### src/rtl/axi_write_responder_pkg.sv
// Shared AXI helpers for the write responder: bus-width functions, burst/response
// encodings and the responder state type.
package axi_write_responder_pkg;

    function automatic int calculate_AXI_OFFSET_W(input int dataW);
        return $clog2(dataW / 8);
    endfunction

    function automatic int calculate_AXI_AXSIZE(input int dataW);
        return $clog2(dataW / 8);
    endfunction

    localparam logic [1:0] AXI_BURST_FIXED = 2'b00;
    localparam logic [1:0] AXI_BURST_INCR  = 2'b01;
    localparam logic [1:0] AXI_BURST_WRAP  = 2'b10;

    localparam logic [1:0] AXI_RESP_OKAY   = 2'b00;
    localparam logic [1:0] AXI_RESP_SLVERR = 2'b10;

    typedef enum logic [1:0] {
        ST_IDLE,
        ST_DATA,
        ST_RESP
    } wrState_t;

endpackage

### src/rtl/axi_burst_addr_gen.sv
// Per-beat address generator for AXI FIXED/INCR bursts with 4KB and size checking.
// Loaded on the address handshake, stepped on every accepted data beat.
module axi_burst_addr_gen
    import axi_write_responder_pkg::*;
#(
    parameter int ADDR_W   = 32,
    parameter int OFFSET_W = 2,
    parameter int MAX_SIZE = 2
) (
    input  logic                       clk,
    input  logic                       rst_n,
    input  logic                       load_i,
    input  logic                       step_i,
    input  logic [ADDR_W-1:0]          addr_i,
    input  logic [7:0]                 len_i,
    input  logic [2:0]                 size_i,
    input  logic [1:0]                 burst_i,
    output logic [ADDR_W-OFFSET_W-1:0] wordAddr_o,
    output logic                       lastBeat_o,
    output logic                       cfgErr_o
);

    logic [ADDR_W-1:0] beatAddr_q;
    logic [7:0]        cnt_q;
    logic [7:0]        len_q;
    logic [2:0]        size_q;
    logic [1:0]        burst_q;
    logic              cfgErr_q;

    logic [11:0]       alignedOff;
    logic [20:0]       burstBytes;
    logic [20:0]       endOffset;
    logic [ADDR_W-1:0] alignedBeat;
    logic              cfgErr_d;

    // Only the offset inside the 4KB page matters for the boundary check.
    always_comb begin
        alignedOff  = addr_i[11:0] & ~((12'd1 << size_i) - 12'd1);
        burstBytes  = (21'(len_i) + 21'd1) << size_i;
        endOffset   = 21'(alignedOff) + burstBytes;
        alignedBeat = beatAddr_q & ~((ADDR_W'(1) << size_q) - ADDR_W'(1));
        cfgErr_d    = 1'b0;
        if (burst_i == AXI_BURST_WRAP || burst_i == 2'b11) begin
            cfgErr_d = 1'b1;
        end
        if (size_i > 3'(MAX_SIZE)) begin
            cfgErr_d = 1'b1;
        end
        if (burst_i == AXI_BURST_INCR && endOffset > 21'd4096) begin
            cfgErr_d = 1'b1;
        end
    end

    always_ff @(posedge clk or negedge rst_n) begin
        if (!rst_n) begin
            beatAddr_q <= '0;
            cnt_q      <= '0;
            len_q      <= '0;
            size_q     <= '0;
            burst_q    <= '0;
            cfgErr_q   <= 1'b0;
        end else if (load_i) begin
            beatAddr_q <= addr_i;
            cnt_q      <= '0;
            len_q      <= len_i;
            size_q     <= size_i;
            burst_q    <= burst_i;
            cfgErr_q   <= cfgErr_d;
        end else if (step_i) begin
            if (cnt_q != len_q) begin
                cnt_q <= cnt_q + 8'd1;
            end
            if (burst_q == AXI_BURST_INCR) begin
                beatAddr_q <= alignedBeat + (ADDR_W'(1) << size_q);
            end
        end
    end

    assign wordAddr_o = beatAddr_q[ADDR_W-1:OFFSET_W];
    assign lastBeat_o = (cnt_q == len_q);
    assign cfgErr_o   = cfgErr_q;

endmodule

### src/rtl/axi_write_responder.sv
// AXI4 write-channel responder: turns AW/W bursts into word-wide memory writes
// and returns one B response per burst, flagging bad burst parameters as SLVERR.
module axi_write_responder
    import axi_write_responder_pkg::*;
#(
    parameter int AXI_ADDR_W = 32,
    parameter int AXI_DATA_W = 32,
    parameter int AXI_ID_W   = 4,
    parameter int MEM_ADDR_W = AXI_ADDR_W - calculate_AXI_OFFSET_W(AXI_DATA_W)
) (
    input  logic                    clk,
    input  logic                    rst_n,
    input  logic [AXI_ID_W-1:0]     s_axi_awid,
    input  logic [AXI_ADDR_W-1:0]   s_axi_awaddr,
    input  logic [7:0]              s_axi_awlen,
    input  logic [2:0]              s_axi_awsize,
    input  logic [1:0]              s_axi_awburst,
    input  logic                    s_axi_awvalid,
    output logic                    s_axi_awready,
    input  logic [AXI_DATA_W-1:0]   s_axi_wdata,
    input  logic [AXI_DATA_W/8-1:0] s_axi_wstrb,
    input  logic                    s_axi_wlast,
    input  logic                    s_axi_wvalid,
    output logic                    s_axi_wready,
    output logic [AXI_ID_W-1:0]     s_axi_bid,
    output logic [1:0]              s_axi_bresp,
    output logic                    s_axi_bvalid,
    input  logic                    s_axi_bready,
    output logic                    mem_valid,
    output logic [MEM_ADDR_W-1:0]   mem_addr,
    output logic [AXI_DATA_W-1:0]   mem_wdata,
    output logic [AXI_DATA_W/8-1:0] mem_wstrb,
    input  logic                    mem_ready
);

    localparam int OFFSET_W = calculate_AXI_OFFSET_W(AXI_DATA_W);
    localparam int MAX_SIZE = calculate_AXI_AXSIZE(AXI_DATA_W);

    wrState_t              state_q;
    logic                  awready_q;
    logic                  bvalid_q;
    logic [1:0]            bresp_q;
    logic [AXI_ID_W-1:0]   bid_q;
    logic                  errLast_q;

    logic                  awAccept;
    logic                  beatAccept;
    logic                  inData;
    logic                  lastBeat;
    logic                  cfgErr;
    logic                  wlastErr;

    axi_burst_addr_gen #(
        .ADDR_W   (AXI_ADDR_W),
        .OFFSET_W (OFFSET_W),
        .MAX_SIZE (MAX_SIZE)
    ) u_addrGen (
        .clk        (clk),
        .rst_n      (rst_n),
        .load_i     (awAccept),
        .step_i     (beatAccept),
        .addr_i     (s_axi_awaddr),
        .len_i      (s_axi_awlen),
        .size_i     (s_axi_awsize),
        .burst_i    (s_axi_awburst),
        .wordAddr_o (mem_addr),
        .lastBeat_o (lastBeat),
        .cfgErr_o   (cfgErr)
    );

    // Errored bursts drain at full rate without touching memory.
    assign inData     = (state_q == ST_DATA);
    assign awAccept   = s_axi_awvalid & awready_q;
    assign s_axi_wready = inData & (cfgErr | mem_ready);
    assign beatAccept = s_axi_wvalid & s_axi_wready;
    assign wlastErr   = s_axi_wlast ^ lastBeat;
    assign mem_valid  = inData & s_axi_wvalid & ~cfgErr;
    assign mem_wdata  = s_axi_wdata;
    assign mem_wstrb  = s_axi_wstrb;

    always_ff @(posedge clk or negedge rst_n) begin
        if (!rst_n) begin
            state_q   <= ST_IDLE;
            awready_q <= 1'b0;
            bvalid_q  <= 1'b0;
            bresp_q   <= AXI_RESP_OKAY;
            bid_q     <= '0;
            errLast_q <= 1'b0;
        end else begin
            case (state_q)
                ST_IDLE: begin
                    if (awAccept) begin
                        awready_q <= 1'b0;
                        bid_q     <= s_axi_awid;
                        errLast_q <= 1'b0;
                        state_q   <= ST_DATA;
                    end else begin
                        awready_q <= 1'b1;
                    end
                end
                ST_DATA: begin
                    if (beatAccept) begin
                        if (wlastErr) begin
                            errLast_q <= 1'b1;
                        end
                        if (lastBeat) begin
                            state_q  <= ST_RESP;
                            bvalid_q <= 1'b1;
                            bresp_q  <= (cfgErr | errLast_q | wlastErr) ? AXI_RESP_SLVERR
                                                                        : AXI_RESP_OKAY;
                        end
                    end
                end
                ST_RESP: begin
                    if (s_axi_bready) begin
                        bvalid_q  <= 1'b0;
                        awready_q <= 1'b1;
                        state_q   <= ST_IDLE;
                    end
                end
                default: begin
                    state_q <= ST_IDLE;
                end
            endcase
        end
    end

    assign s_axi_awready = awready_q;
    assign s_axi_bvalid  = bvalid_q;
    assign s_axi_bresp   = bresp_q;
    assign s_axi_bid     = bid_q;

endmodule

### config.mk
export PLATFORM = sky130hd
export DESIGN_NAME = axi_write_responder
export DESIGN_NICKNAME = d
export VERILOG_FILES = /design/src/rtl/axi_write_responder_pkg.sv /design/src/rtl/axi_burst_addr_gen.sv /design/src/rtl/axi_write_responder.sv
export SDC_FILE = /design/constraint.sdc
export NUM_CORES = 1
export LEC_CHECK = 0
export CAP_MARGIN = 5
export CORE_ASPECT_RATIO = 0.8
export CORE_MARGIN = 2
export CORE_UTILIZATION = 25
export CTS_CLUSTER_DIAMETER = 100
export DETAILED_ROUTE_END_ITERATION = 10
export PLACE_DENSITY_LB_ADDON = 0.3
export SLEW_MARGIN = 20
export SYNTH_ARGS = -nofsm -noshare
export SYNTH_HDL_FRONTEND = slang
export SYNTH_SLANG_ARGS = --single-unit
### constraint.sdc
create_clock -name clk -period 2.3 [get_ports clk]
set_input_delay 0.46 -clock clk [delete_from_list [all_inputs] [get_ports clk]]
set_output_delay 0.46 -clock clk [all_outputs]
set_load 0.02 [all_outputs]
======== Word-level counts from Yosys, hierarchy flattened ========
Index checks and enable logic that the tools add are counted.
operators by class
  add/sub/neg operators ................... 6
  magnitude comparators ................... 2
  eq/ne operators ......................... 13
  shifts and indexed selects .............. 3
  muxes and demuxes ....................... 26
  bitwise logic cells ..................... 14
  reductions and logical operators ........ 17
operators by type and width
  kind                     number
  $mux W32                 3
  $add A32 B32 Y32         1
  $and A32 B32 Y32         1
  $not A32 Y32             1
  $shl A1 B3 Y32 const A   1
  $sub A32 B1 Y32 const B  1
  $mux W8                  3
  $add A12 B21 Y21         1
  $gt A21 B13 Y1 const B   1
  $shl A21 B3 Y21          1
  $and A12 B12 Y12         1
  $not A12 Y12             1
  $reduce_and A4 Y1        3
  $reduce_bool A2 Y1       6
  $shl A1 B3 Y12 const A   1
  $sub A12 B1 Y12 const B  1
  $mux W1                  11
  $mux W2                  5
  $add A8 B1 Y9 const B    1
  $add A8 B1 Y8 const B    1
  $eq A8 B8 Y1             1
  $ne A8 B8 Y1             1
  $reduce_and A2 Y1        4
  $eq A2 B1 Y1 const B     3
  14 further kinds         27
storage, ports and cells
  register bits after elaboration ......... 65
  input port bits ......................... 92
  output and inout port bits .............. 76
  logic and storage cells ................. 93

======== Depth between registers and ports, before layout ========
Gate-level depths: netlist of run 1.
  depth after elaboration ................. 8
  mapped depth ............................ 17
  depth with buffers taken out ............ 17

======== By module ========
Synthesis of run 1 repeated with hierarchy kept, for this count alone.
unflattened totals
  cell total of the unflattened synthesis .. 735
  area total of the unflattened synthesis .. 6037.0 um^2
modules (own cells, without submodules)
  module               instances  cells an instance  area each (um^2)  sequential area each (um^2)
  axi_burst_addr_gen   1          657                5281.3            1351.3
  axi_write_responder  1          78                 755.7             250.2

======== Least setup slack after synthesis of run 1 ========
No wires, ideal clock.
  path type ............................... input to register
  start point ............................. in s_axi_awsize[1]
  end point ............................... reg u_addrGen.cfgErr_q, in the netlist u_addrGen.cfgErr_o
  library setup time ...................... 0.137 ns
  data arrival time ....................... 3.545 ns
  required time ........................... 2.163 ns
  path slack .............................. -1.382 ns
  stages on the path ...................... 15
  buffers on the path ..................... 2
  cell sequence ........................... clkbuf_1 > clkbuf_1 > nand2_1 > or2_2 > ha_1 > and2_1 > ha_1 > nor2b_1 > o2111ai_1 > nand4_1 > a2111oi_0 > nor3_1 > o211a_1 > o31ai_1 > nand3_1
on the way
  longest elaborated chain between the ends .. 8
  elaborated cells between the ends (all ways) .. 11
  classes of those cells .................. add/sub (2); order compare (2); shift (2); mux (2); bitwise (2); reduce/logical (1)
ends and longest elaborated chain
  what                  RTL line                   source
  from (decl)           axi_write_responder.sv:16  input logic [2:0] s_axi_awsize,
  $shl A1 B3 Y12        axi_burst_addr_gen.sv:38   alignedOff = addr_i[11:0] & ~((12'd1 << size_i) - 12'd1);
  $sub A12 B1 Y12       axi_burst_addr_gen.sv:38
  $not A12 Y12          axi_burst_addr_gen.sv:38
  $and A12 B12 Y12      axi_burst_addr_gen.sv:38
  $add A12 B21 Y21      axi_burst_addr_gen.sv:40   endOffset = 21'(alignedOff) + burstBytes;
  $gt A21 B13 Y1        axi_burst_addr_gen.sv:49   if (burst_i == AXI_BURST_INCR && endOffset > 21'd4096) begin
  $logic_and A1 B1 Y1   axi_burst_addr_gen.sv:49
  $mux W1 (*)           axi_burst_addr_gen.sv:49
  to (signal assigned)  axi_burst_addr_gen.sv:68   cfgErr_q <= cfgErr_d;
  to (decl)             axi_burst_addr_gen.sv:28   logic cfgErr_q;
Mark *: on every way between the ends. The rest lies on a longest branch, timed or not.
A chain may end at the register's enable or synchronous reset.

======== Final worst setup path of run 1 ========
  start point ............................. in s_axi_awlen[0]
  end point ............................... reg u_addrGen.cfgErr_q, in the netlist u_addrGen.cfgErr_o
on the way
  longest elaborated chain between the ends .. 6
ends and longest elaborated chain
  what                 RTL line                   source
  from (decl)          axi_write_responder.sv:15  input logic [7:0] s_axi_awlen,
  $add A8 B1 Y9        axi_burst_addr_gen.sv:39   burstBytes = (21'(len_i) + 21'd1) << size_i;
  $shl A21 B3 Y21      axi_burst_addr_gen.sv:39
  $add A12 B21 Y21     axi_burst_addr_gen.sv:40
  $gt A21 B13 Y1       axi_burst_addr_gen.sv:49
  $logic_and A1 B1 Y1  axi_burst_addr_gen.sv:49
  $mux W1              axi_burst_addr_gen.sv:49
Every way passes these cells.

==> out/qor.csv, run 1 <==
metric,value,unit
status,"finished, violations left",
failed_checks,negative setup slack,
grt_start_max_net_pins,65,
ff_latch_area,1600,um^2
path_clk_slew,0.06,ns
avgSynthCellArea,7.95,um^2
placedInstanceArea,7020,um^2
synthArstFlopShare,100,%
ant_nets,0,
regToRegEndpoint,u_addrGen.beatAddr_q[27],
finalSetupViolations,21,
cts_made_buffers,9,
insertion_delay,0.33,ns
io_buffers,94,
multi_input_area,3440,um^2
netlist_instances,681,
crit_family,compound AO/OA/AOI/OAI gates,
vdd_drop_max,0.311,mV
drt_iter0_markers,192,
hpwlAfterDp,12.2,mm
r2r_slack,-0.16,ns
gp_congestion,0.908,
die_area,22900,um^2
syn-num-nets,792,
path_cells,buf_8 > and4_4 > buf_4 > a311oi_2 > a211o_1 > o21ai_2 > nor2_1 > a21oi_2 > ha_2 > a21oi_2 > buf_4 > o21ai_2 > a21oi_1 > o31ai_1 > buf_4 > mux2i_1 > o32ai_1 > nand4_1 > nand3_1,
p_leak,0.00328,uW
dr.pass1.iters,4,
die_h,136,um
drcViolationCount,0,
max_freq,0.319,GHz
num_rows,48,
synth_edf_count,0,
critPathRequiredTime,2.50,ns
crit_buf_inv,4,
wire_per_inst,14.5,um
h-tree-depth,3,
arrival,3.33,ns
synth_warnings,0,
critPathSlowestCell,ha_2,
fin_area,7760,um^2
maxCapViolations,0,
timing.rr.start,u_addrGen.size_q[0],
avgViaCountPerCell,4.62,
synth-seq-cells,64,
dr_wl_met3,873,um
routed-wl-met2,7.11,mm
grt_pass1_wl,25.2,mm
period_share,136,%
yosysSeqAreaShare,29.6,%
met1_length,7.81,mm
reg2regPathDepth,11,
cts_tree,done,
antenna_cells,0,
hold_viol,0,
drive_gt1_share,28.4,%
via_count,5066,
final.fill_count,2225,
ctsHoldBuffers,0,
critPathMaxStageDelay,0.36,ns
final_common_cell,buf_4,
endpoint_kind,flip-flop,
finalPower,7090,uW
coreArea,21400,um^2
ios,168,
cts_sinks,64,
layout_setup_ws,-0.830,ns
synth_flop_cell,dfrtp_1,
netlist_area,5410,um^2
routed_wl,15.9,mm
place_ws,-1.78,ns
worstHoldPathType,in2async,
routed.top_layer,met4,
finalMaxSlewViolations,0,
cp-start-kind,input port,
p_per_area,913,nW/um^2
die_w,169,um
finalNetCount,927,
crit_top_cell,buf_4,
period_needed,3.13,ns
cts-root-buf,clkbuf_16,
grt.overflow.total,0,
path_max_fanout,3,
antenna_found_initial,0,
grt_setup_unrepaired,yes,
grt_use_total,13.8,%
start_util,25.3,%
areaGrowthSynthToFinish,43.5,%
clock_tree.buffer_depth,2,
fin_skew,0.00515,ns
mostFrequentLayoutCells,"buf_4 (121), nand2_1 (99), clkdlybuf4s50_1 (80)",
path_class,in2reg,
first_global_vias,4881,
synth.distinct_cells,69,
-- power by group --
group	leakage, uW	total, uW	internal (uW)	switching, uW
Combinational	0.00234	3530	1760	1770
Clock	0.000162	1570	1050	516
Sequential	0.000780	1990	1540	448
Total	0.00328	7090	4350	2740
-- timing repair --
action / in CTS / in global routing
resized for setup: 65 / 41
setup endpoints to repair: 23 / 27
buffers inserted: 11 / 7
pin swaps: 28 / 35
-- synth_stat cells, types with 7 or more instances --
cell type,n,area (um^2)
nand4_1,12,75.1
nand2b_1,9,56.3
and2_1,8,50.1
nand3_1,22,110
mux2_2,7,78.8
o21ai_1,8,40.0
nor3_1,13,65.1
and3_1,14,87.6
nand2_1,102,383
buf_4,71,533
dfrtp_1,64,1600
ha_1,18,225
a21oi_1,27,135
mux2i_1,13,130
xnor2_1,21,184
nor2_1,54,203
o21ai_0,49,245
xor2_1,27,236
inv_1,17,63.8
clkbuf_1,25,93.8
nor2b_1,12,75.1
-- registers in the layout, summed over array words and instances, names as in the netlist, 2 cells and up --
register              cells
u_addrGen.beatAddr_q     32
u_addrGen.cnt_q           8
u_addrGen.len_q           8
s_axi_bid                 4
u_addrGen.size_q          3
state_q                   2
u_addrGen.burst_q         2
-- layer usage --
layer / up-vias / track usage [%]
met2: 104 / 21.7
met1: 2385 / 19.5
met3: 11 / 3.39
met4: 0 / 2.16
met5: - / 0
li1: 2566 / -
-- worst max path at each step --
stage / start / endpoint / slack [ns] / cells past startpoint
2_1_floorplan: s_axi_awlen[0] / u_addrGen.cfgErr_o / -0.87 / 17
3_3_place_gp: s_axi_awlen[0] / u_addrGen.cfgErr_o / -1.74 / 19
3_5_place_dp: s_axi_awlen[0] / u_addrGen.cfgErr_o / -1.78 / 17
4_1_cts: s_axi_awlen[1] / u_addrGen.cfgErr_o / -0.85 / 18
5_1_grt: s_axi_awlen[1] / u_addrGen.cfgErr_o / -1.01 / 16
6_report: s_axi_awlen[0] / u_addrGen.cfgErr_o / -0.83 / 19
-- logic make-up (layout without fill, tap and decap cells) --
| family | Yosys count | after routing | synth area share, % |
|---|---|---|---|
| AO/OA/AOI/OAI | 137 | 137 | 16.1 |
| XOR/XNOR | 48 | 48 | 7.77 |
| buffers and inverters | 118 | 258 | 13.2 |
| multiplexers | 20 | 20 | 3.86 |
| flip-flops | 64 | 64 | 29.6 |
| AND/OR/NAND/NOR | 274 | 274 | 24.9 |
| adder cells (fa/ha/maj) | 19 | 19 | 4.53 |
| other | 1 | 1 | 0.0693 |
-- stage by stage --
step                      cells  util, %  hold WS, ns  TNS, ns
after floorplan             681        -        0.164   -0.868
after CTS                  1089     35.4        0.146    -3.16
final                      1096     36.3        0.135    -2.35
after global routing       1096     36.3        0.167    -5.95
after detailed placement   1062     32.8        0.472    -7.92
after global placement     1062     32.8        0.464    -7.04
-- area by class of cell --
type / count / share of cell area (%)
clock inverters: 6 / 1.39
clock buffers: 10 / 2.95
repair buffers: 224 / 25.4
inverters: 18 / 0.902
multi-input cells: 499 / 44.3
flip-flops and latches: 64 / 20.6
well taps: 275 / 4.43
Power figures use the tool's default switching activity.
==> run 2, diff against run 1 <==
--- a/config.mk
+++ b/config.mk
@@ -12,6 +12,7 @@
 export CTS_CLUSTER_DIAMETER = 100
 export DETAILED_ROUTE_END_ITERATION = 10
 export PLACE_DENSITY_LB_ADDON = 0.3
+export SKIP_CTS_REPAIR_TIMING = 1
 export SLEW_MARGIN = 20
 export SYNTH_ARGS = -nofsm -noshare
 export SYNTH_HDL_FRONTEND = slang
==> run 2 against run 1 <==
The run still ends with negative setup slack left. Die area unchanged. Setup slack got worse by 0.094 ns. Wire length decreased by 0.11%. Clock-buffer cell count unchanged. Core utilization increased by 0.45 points. Sequential share of layout area decreased by 0.22 points. Worst hold slack improved by 0.0012 ns. Via count about the same. Critical endpoint unchanged.
==> out/qor.csv, run 2 (synthesis results as in run 1) <==
metric,value,unit,change
status,"finished, violations left",,
failed_checks,negative setup slack,,
clkPwrFrac,21.8,%,-0.4 points
grt_pass1_wl,24.8,mm,-1.6%
largest_reg_flops,32,,unchanged
power.share.switching,38.5,%,-0.087 points
grt.overflow.total,0,,unchanged
die_h,136,um,unchanged
via_count,5062,,-0.079%
ios,168,,unchanged
coreArea,21400,um^2,unchanged
insertion_delay,0.33,ns,about the same
seq_power_share,27.5,%,-0.6 points
p_per_area,917,nW/um^2,+0.41%
hold_viol,0,,unchanged
r2r_slack,-0.12,ns,+0.04 ns
grt_most_used_layer,met2,,
routed_wl,15.9,mm,-0.11%
clock_tree.buffer_depth,2,,unchanged
cts_made_buffers,9,,unchanged
arrival,3.43,ns,+0.10 ns
finalMaxSlewViolations,0,,unchanged
h-tree-depth,3,,unchanged
mostFrequentLayoutCells,"buf_4 (123), nand2_1 (98), clkdlybuf4s50_1 (80)",,
critPathMaxStageDelay,0.36,ns,about the same
grt_use_total,13.6,%,-0.21 points
final_common_cell,buf_4,,
num_rows,48,,unchanged
path_max_fanout,5,,+2
areaGrowthSynthToFinish,45.2,%,
cp-start-kind,input port,,
vdd_drop_max,0.312,mV,+0.45%
gr-usage-met3,3.33,%,-0.058 points
maxCapViolations,0,,unchanged
cts_tree,done,,
slew_headroom,68.2,%,
critPathRequiredTime,2.50,ns,about the same
ant_nets,0,,unchanged
finalHoldWorstSlack,0.136,ns,+0.00122 ns
placed_cells,1062,,unchanged
path_class,in2reg,,
finalSetupViolations,19,,-9.5%
drive_gt1_share,29.1,%,+0.75 points
dr.pass1.iters,4,,unchanged
antenna_found_initial,0,,unchanged
antenna_cells,0,,unchanged
timing.rr.start,u_addrGen.size_q[0],,
avgViaCountPerCell,4.61,,-0.35%
fin_cells,1099,,+0.27%
crit_family,compound AO/OA/AOI/OAI gates,,
drcViolationCount,0,,unchanged
ff_latch_area,1610,um^2,+0.16%
multi_input_area,3470,um^2,+0.91%
worstHoldPathType,in2async,,
regToRegEndpoint,u_addrGen.beatAddr_q[18],,
p_comb_share,50.7,%,+0.9 points
met2_usage,21.0,%,-0.73 points
io_buffers,94,,unchanged
critPathSlowestCell,a2111oi_4,,
final.fill_count,2231,,+0.27%
intPower,4430,uW,+1.8%
cts-root-buf,clkbuf_16,,
die_area,22900,um^2,unchanged
hpwlAfterDp,12.2,mm,unchanged
worstMarginPinSlew,0.464,ns,
finalPower,7210,uW,+1.7%
crit_buf_inv,2,,-2
die_w,169,um,unchanged
finalNetCount,930,,+0.32%
reg2regPathDepth,13,,+2
grt_start_max_net_pins,65,,unchanged
max_freq,0.310,GHz,-2.9%
p_sw,2780,uW,+1.4%
path_clk_slew,0.06,ns,about the same
path_cells,buf_8 > ha_4 > and4_4 > a311oi_2 > a211o_1 > buf_4 > mux2_4 > mux2i_1 > ha_2 > o21a_1 > a2111oi_4 > nor3_2 > o211a_1 > o31ai_2 > nand3_1,,
p_leak,0.00336,uW,+2.4%
fin_skew,0.00622,ns,+0.00107 ns
period_share,140,%,+4.1 points
regMostFlops,u_addrGen.beatAddr_q,,
gp_congestion,0.908,,unchanged
cts_sinks,64,,unchanged
period_needed,3.22,ns,+0.0942 ns
first_global_vias,4802,,-1.6%
grt_setup_unrepaired,yes,,
wire_per_inst,14.5,um,-0.39%
layout_setup_ws,-0.924,ns,-0.0942 ns
largestRegisters,"u_addrGen.beatAddr_q (32), u_addrGen.cnt_q (8), u_addrGen.len_q (8)",,
endpoint_kind,flip-flop,,
start_util,25.3,%,unchanged
globalRouteMet1Util,19.6,%,about the same
drt_iter0_markers,197,,+2.6%
-- run 2: changes by cell type in the layout (fill, tap and decap cells not counted), sizes merged --
cell / previous run / this run
dlymetal6s2s: 0 / 10
dlygate4sd2: 5 / 0
buf: 135 / 136
clkdlybuf4s15: 3 / 0
-- run 2: power groups by stage --
stage	clock (uW)	combinational, uW	sequential [uW]
CTS	1610	3390	1990
floorplan	0	2280	1960
global placement	0	3370	2000
detailed placement	0	3370	2000
finish	1570	3650	1980
global route	1660	4010	2060
-- run 2: worst max-delay path by stage --
stage                     slack (ns)            from  depth (start not counted)                  to
after floorplan                -0.87  s_axi_awlen[0]                         17  u_addrGen.cfgErr_o
after global placement         -1.74  s_axi_awlen[0]                         19  u_addrGen.cfgErr_o
after detailed placement       -1.78  s_axi_awlen[0]                         17  u_addrGen.cfgErr_o
after CTS                      -1.43  s_axi_awlen[0]                         17  u_addrGen.cfgErr_o
after global routing           -1.09  s_axi_awlen[1]                         17  u_addrGen.cfgErr_o
final                          -0.92  s_axi_awlen[1]                         15  u_addrGen.cfgErr_o
-- run 2: worst reg2reg max path: cells and delay by family, from the launching register on --
family | cells | cell delay [ns]
AO/OA/AOI/OAI | 4 | 0.65
AND/OR/NAND/NOR | 3 | 0.42
flip-flops | 1 | 0.42
XOR/XNOR | 2 | 0.25
buffers and inverters | 3 | 0.37
adder cells (fa/ha/maj) | 1 | 0.20
-- run 2: per-layer routing --
layer  routed length, um  vias up
met3                 843       10
li1                    -     2580
met2                7140       99
met4                  90        0
met5                   0        -
met1                7820     2373
-- run 2: metrics by stage --
step / util, % / worst slack (ns) / instance area [um^2] / TNS [ns]
after floorplan: - / -0.868 / 5550 / -0.868
after global placement: 32.8 / -1.74 / 7020 / -7.04
after detailed placement: 32.8 / -1.78 / 7020 / -7.92
after CTS: 34.4 / -1.43 / 7360 / -3.97
after global routing: 36.8 / -1.09 / 7860 / -4.84
final: 36.8 / -0.924 / 7860 / -1.96
-- run 2: cell type report --
| class | count | area share, % |
|---|---|---|
| clock buffer | 10 | 2.91 |
| sequential | 64 | 20.4 |
| inverter | 18 | 0.891 |
| timing repair buffer | 227 | 25.9 |
| clock inverter | 6 | 1.37 |
| tap | 275 | 4.38 |
| multi-input combinational | 499 | 44.1 |
==> run 3, diff against run 2 <==
--- a/config.mk
+++ b/config.mk
@@ -11,6 +11,7 @@
 export CORE_UTILIZATION = 25
 export CTS_CLUSTER_DIAMETER = 100
 export DETAILED_ROUTE_END_ITERATION = 10
+export MAX_ROUTING_LAYER = met4
 export PLACE_DENSITY_LB_ADDON = 0.3
 export SKIP_CTS_REPAIR_TIMING = 1
 export SLEW_MARGIN = 20
==> run 3 against run 2 <==
The flow still finishes with violations (negative setup slack). Clock-buffer cell count rose by 1. Maximum frequency is 0.63% higher. Setup slack improved by 0.020 ns. Worst hold slack worse by 0.023 ns. Non-clock buffer count increased by 4. Final cell count is 0.27% higher. Register-to-register slack got worse by 0.08 ns. Critical endpoint unchanged. Largest cell class unchanged. Largest power group unchanged.
==> out/qor.csv, run 3 (synthesis results as in run 1) <==
metric,value,unit,change
status,"finished, violations left",,
failed_checks,negative setup slack,,
cts_sinks,64,,unchanged
areaGrowthSynthToFinish,47.3,%,
largest_reg_flops,32,,unchanged
h-tree-depth,3,,unchanged
io_buffers,94,,unchanged
finalMaxSlewViolations,0,,unchanged
grt_start_max_net_pins,40,,-38%
arrival,3.40,ns,-0.03 ns
largestRegisters,"u_addrGen.beatAddr_q (32), u_addrGen.cnt_q (8), u_addrGen.len_q (8)",,
grt_pass1_wl,25.6,mm,+3.2%
coreArea,21400,um^2,unchanged
grt_use_total,14.4,%,+0.78 points
endpoint_kind,flip-flop,,
cts_tree,done,,
die_w,169,um,unchanged
antenna_cells,0,,unchanged
drcViolationCount,0,,unchanged
die_area,22900,um^2,unchanged
finalSetupViolations,18,,-1
avgViaCountPerCell,4.69,,+1.8%
worstHoldPathType,in2async,,
regMostFlops,u_addrGen.beatAddr_q,,
max_freq,0.312,GHz,+0.63%
fin_skew,0.00576,ns,-0.000456 ns
path_max_fanout,17,,+12
finalHoldWorstSlack,0.112,ns,-0.0234 ns
antenna_found_initial,0,,unchanged
period_needed,3.20,ns,-0.0201 ns
mostFrequentLayoutCells,"buf_4 (118), nand2_1 (97), clkdlybuf4s50_1 (80)",,
wire_per_inst,14.9,um,+3.0%
vdd_drop_max,0.368,mV,+18%
path_class,in2reg,,
layout_setup_ws,-0.904,ns,+0.0201 ns
period_share,139,%,-0.87 points
finalNetCount,934,,+0.43%
cts-root-buf,clkbuf_16,,
via_count,5167,,+2.1%
finalPower,7110,uW,-1.4%
insertion_delay,0.32,ns,about the same
routed_wl,16.4,mm,+3.3%
die_h,136,um,unchanged
gp_congestion,0.892,,-1.8%
maxCapViolations,0,,unchanged
clock_tree.buffer_depth,2,,unchanged
dr.pass1.iters,7,,+3
start_util,25.3,%,unchanged
ant_nets,0,,unchanged
ios,168,,unchanged
first_global_vias,4930,,+2.7%
grt.overflow.total,0,,unchanged
hold_viol,0,,unchanged
path_clk_slew,0.06,ns,about the same
worstMarginPinSlew,0.539,ns,+0.0750 ns
grt_setup_unrepaired,yes,,
cp-start-kind,input port,,
drt_iter0_markers,254,,+29%
drive_gt1_share,31.6,%,+2.4 points
cts_made_buffers,9,,unchanged
hpwlAfterDp,12.4,mm,+1.8%
slew_headroom,64.0,%,-4.1 points
num_rows,48,,unchanged
final_common_cell,buf_4,,
critPathRequiredTime,2.49,ns,about the same
p_per_area,892,nW/um^2,-2.7%
p_leak,0.00342,uW,+1.8%
[run 3: cell types whose count changed in the layout (fill, tap and decap cells not counted), moves of 5 or more]
cell     delta
xnor2_1     -5
buf_4       -5
buf_6      +10
nand3_2     +5
xnor2_2     +5
[run 3: final timing paths]
kind	cells after the start	to	startpoint	slack [ns]
min in group clk	4	u_addrGen.len_q[2]	s_axi_awlen[2]	0.44
max in group asynchronous	2	u_addrGen.size_q[0]	rst_n	1.59
max reg2reg	14	u_addrGen.beatAddr_q[18]	u_addrGen.size_q[0]	-0.20
max	14	u_addrGen.cfgErr_o	s_axi_awsize[0]	-0.90
min	1	u_addrGen.beatAddr_q[25]	rst_n	0.11
min reg2reg	1	s_axi_bvalid	s_axi_bvalid	0.48
[run 3: critical path: stages]
cell and delay (ns):
dlymetal6s2s_1 0.18, buf_12 0.17, or2_2 0.32, ha_1 0.33, and2_4 0.18, ha_4 0.22, nor2b_4 0.14, o2111ai_4 0.24
nand4_1 0.23, a2111oi_4 0.35, nor3_2 0.11, o211a_1 0.15, o31ai_2 0.20, nand3_1 0.09
[run 3: metrics by stage]
step	TNS (ns)	area [um^2]	worst slack, ns	util, %	instances
3_3_place_gp	-6.91	7060	-1.77	33.0	1068
5_1_grt	-5.35	7970	-1.10	37.3	1102
2_1_floorplan	-0.868	5550	-0.868	-	681
6_report	-2.66	7970	-0.904	37.3	1102
3_5_place_dp	-7.73	7060	-1.80	33.0	1068
4_1_cts	-3.76	7350	-1.45	34.4	1083
[run 3: area by class of cell]
type | count | area (um^2)
Clock buffer | 11 | 243
Clock inverter | 4 | 45.0
Fill cell | 2229 | 13400
Inverter | 18 | 72.6
Multi-Input combinational cell | 499 | 3580
Sequential cell | 64 | 1610
Tap cell | 275 | 344
Timing Repair Buffer | 231 | 2090
[run 3: routing by layer]
layer,up-vias,GRT usage [%],part of all wire [%]
li1,2582,-,-
met1,2478,19.6,49
met2,97,22.3,46
met3,10,2.72,4.0
met4,0,3.16,1.0
met5,-,-,0
[run 3: power breakdown]
| group | internal [uW] | total [uW] | switching (uW) |
|---|---|---|---|
| combinational | 1890 | 3760 | 1870 |
| sequential | 1550 | 2010 | 464 |
| clock | 856 | 1340 | 482 |
| total | 4290 | 7110 | 2820 |
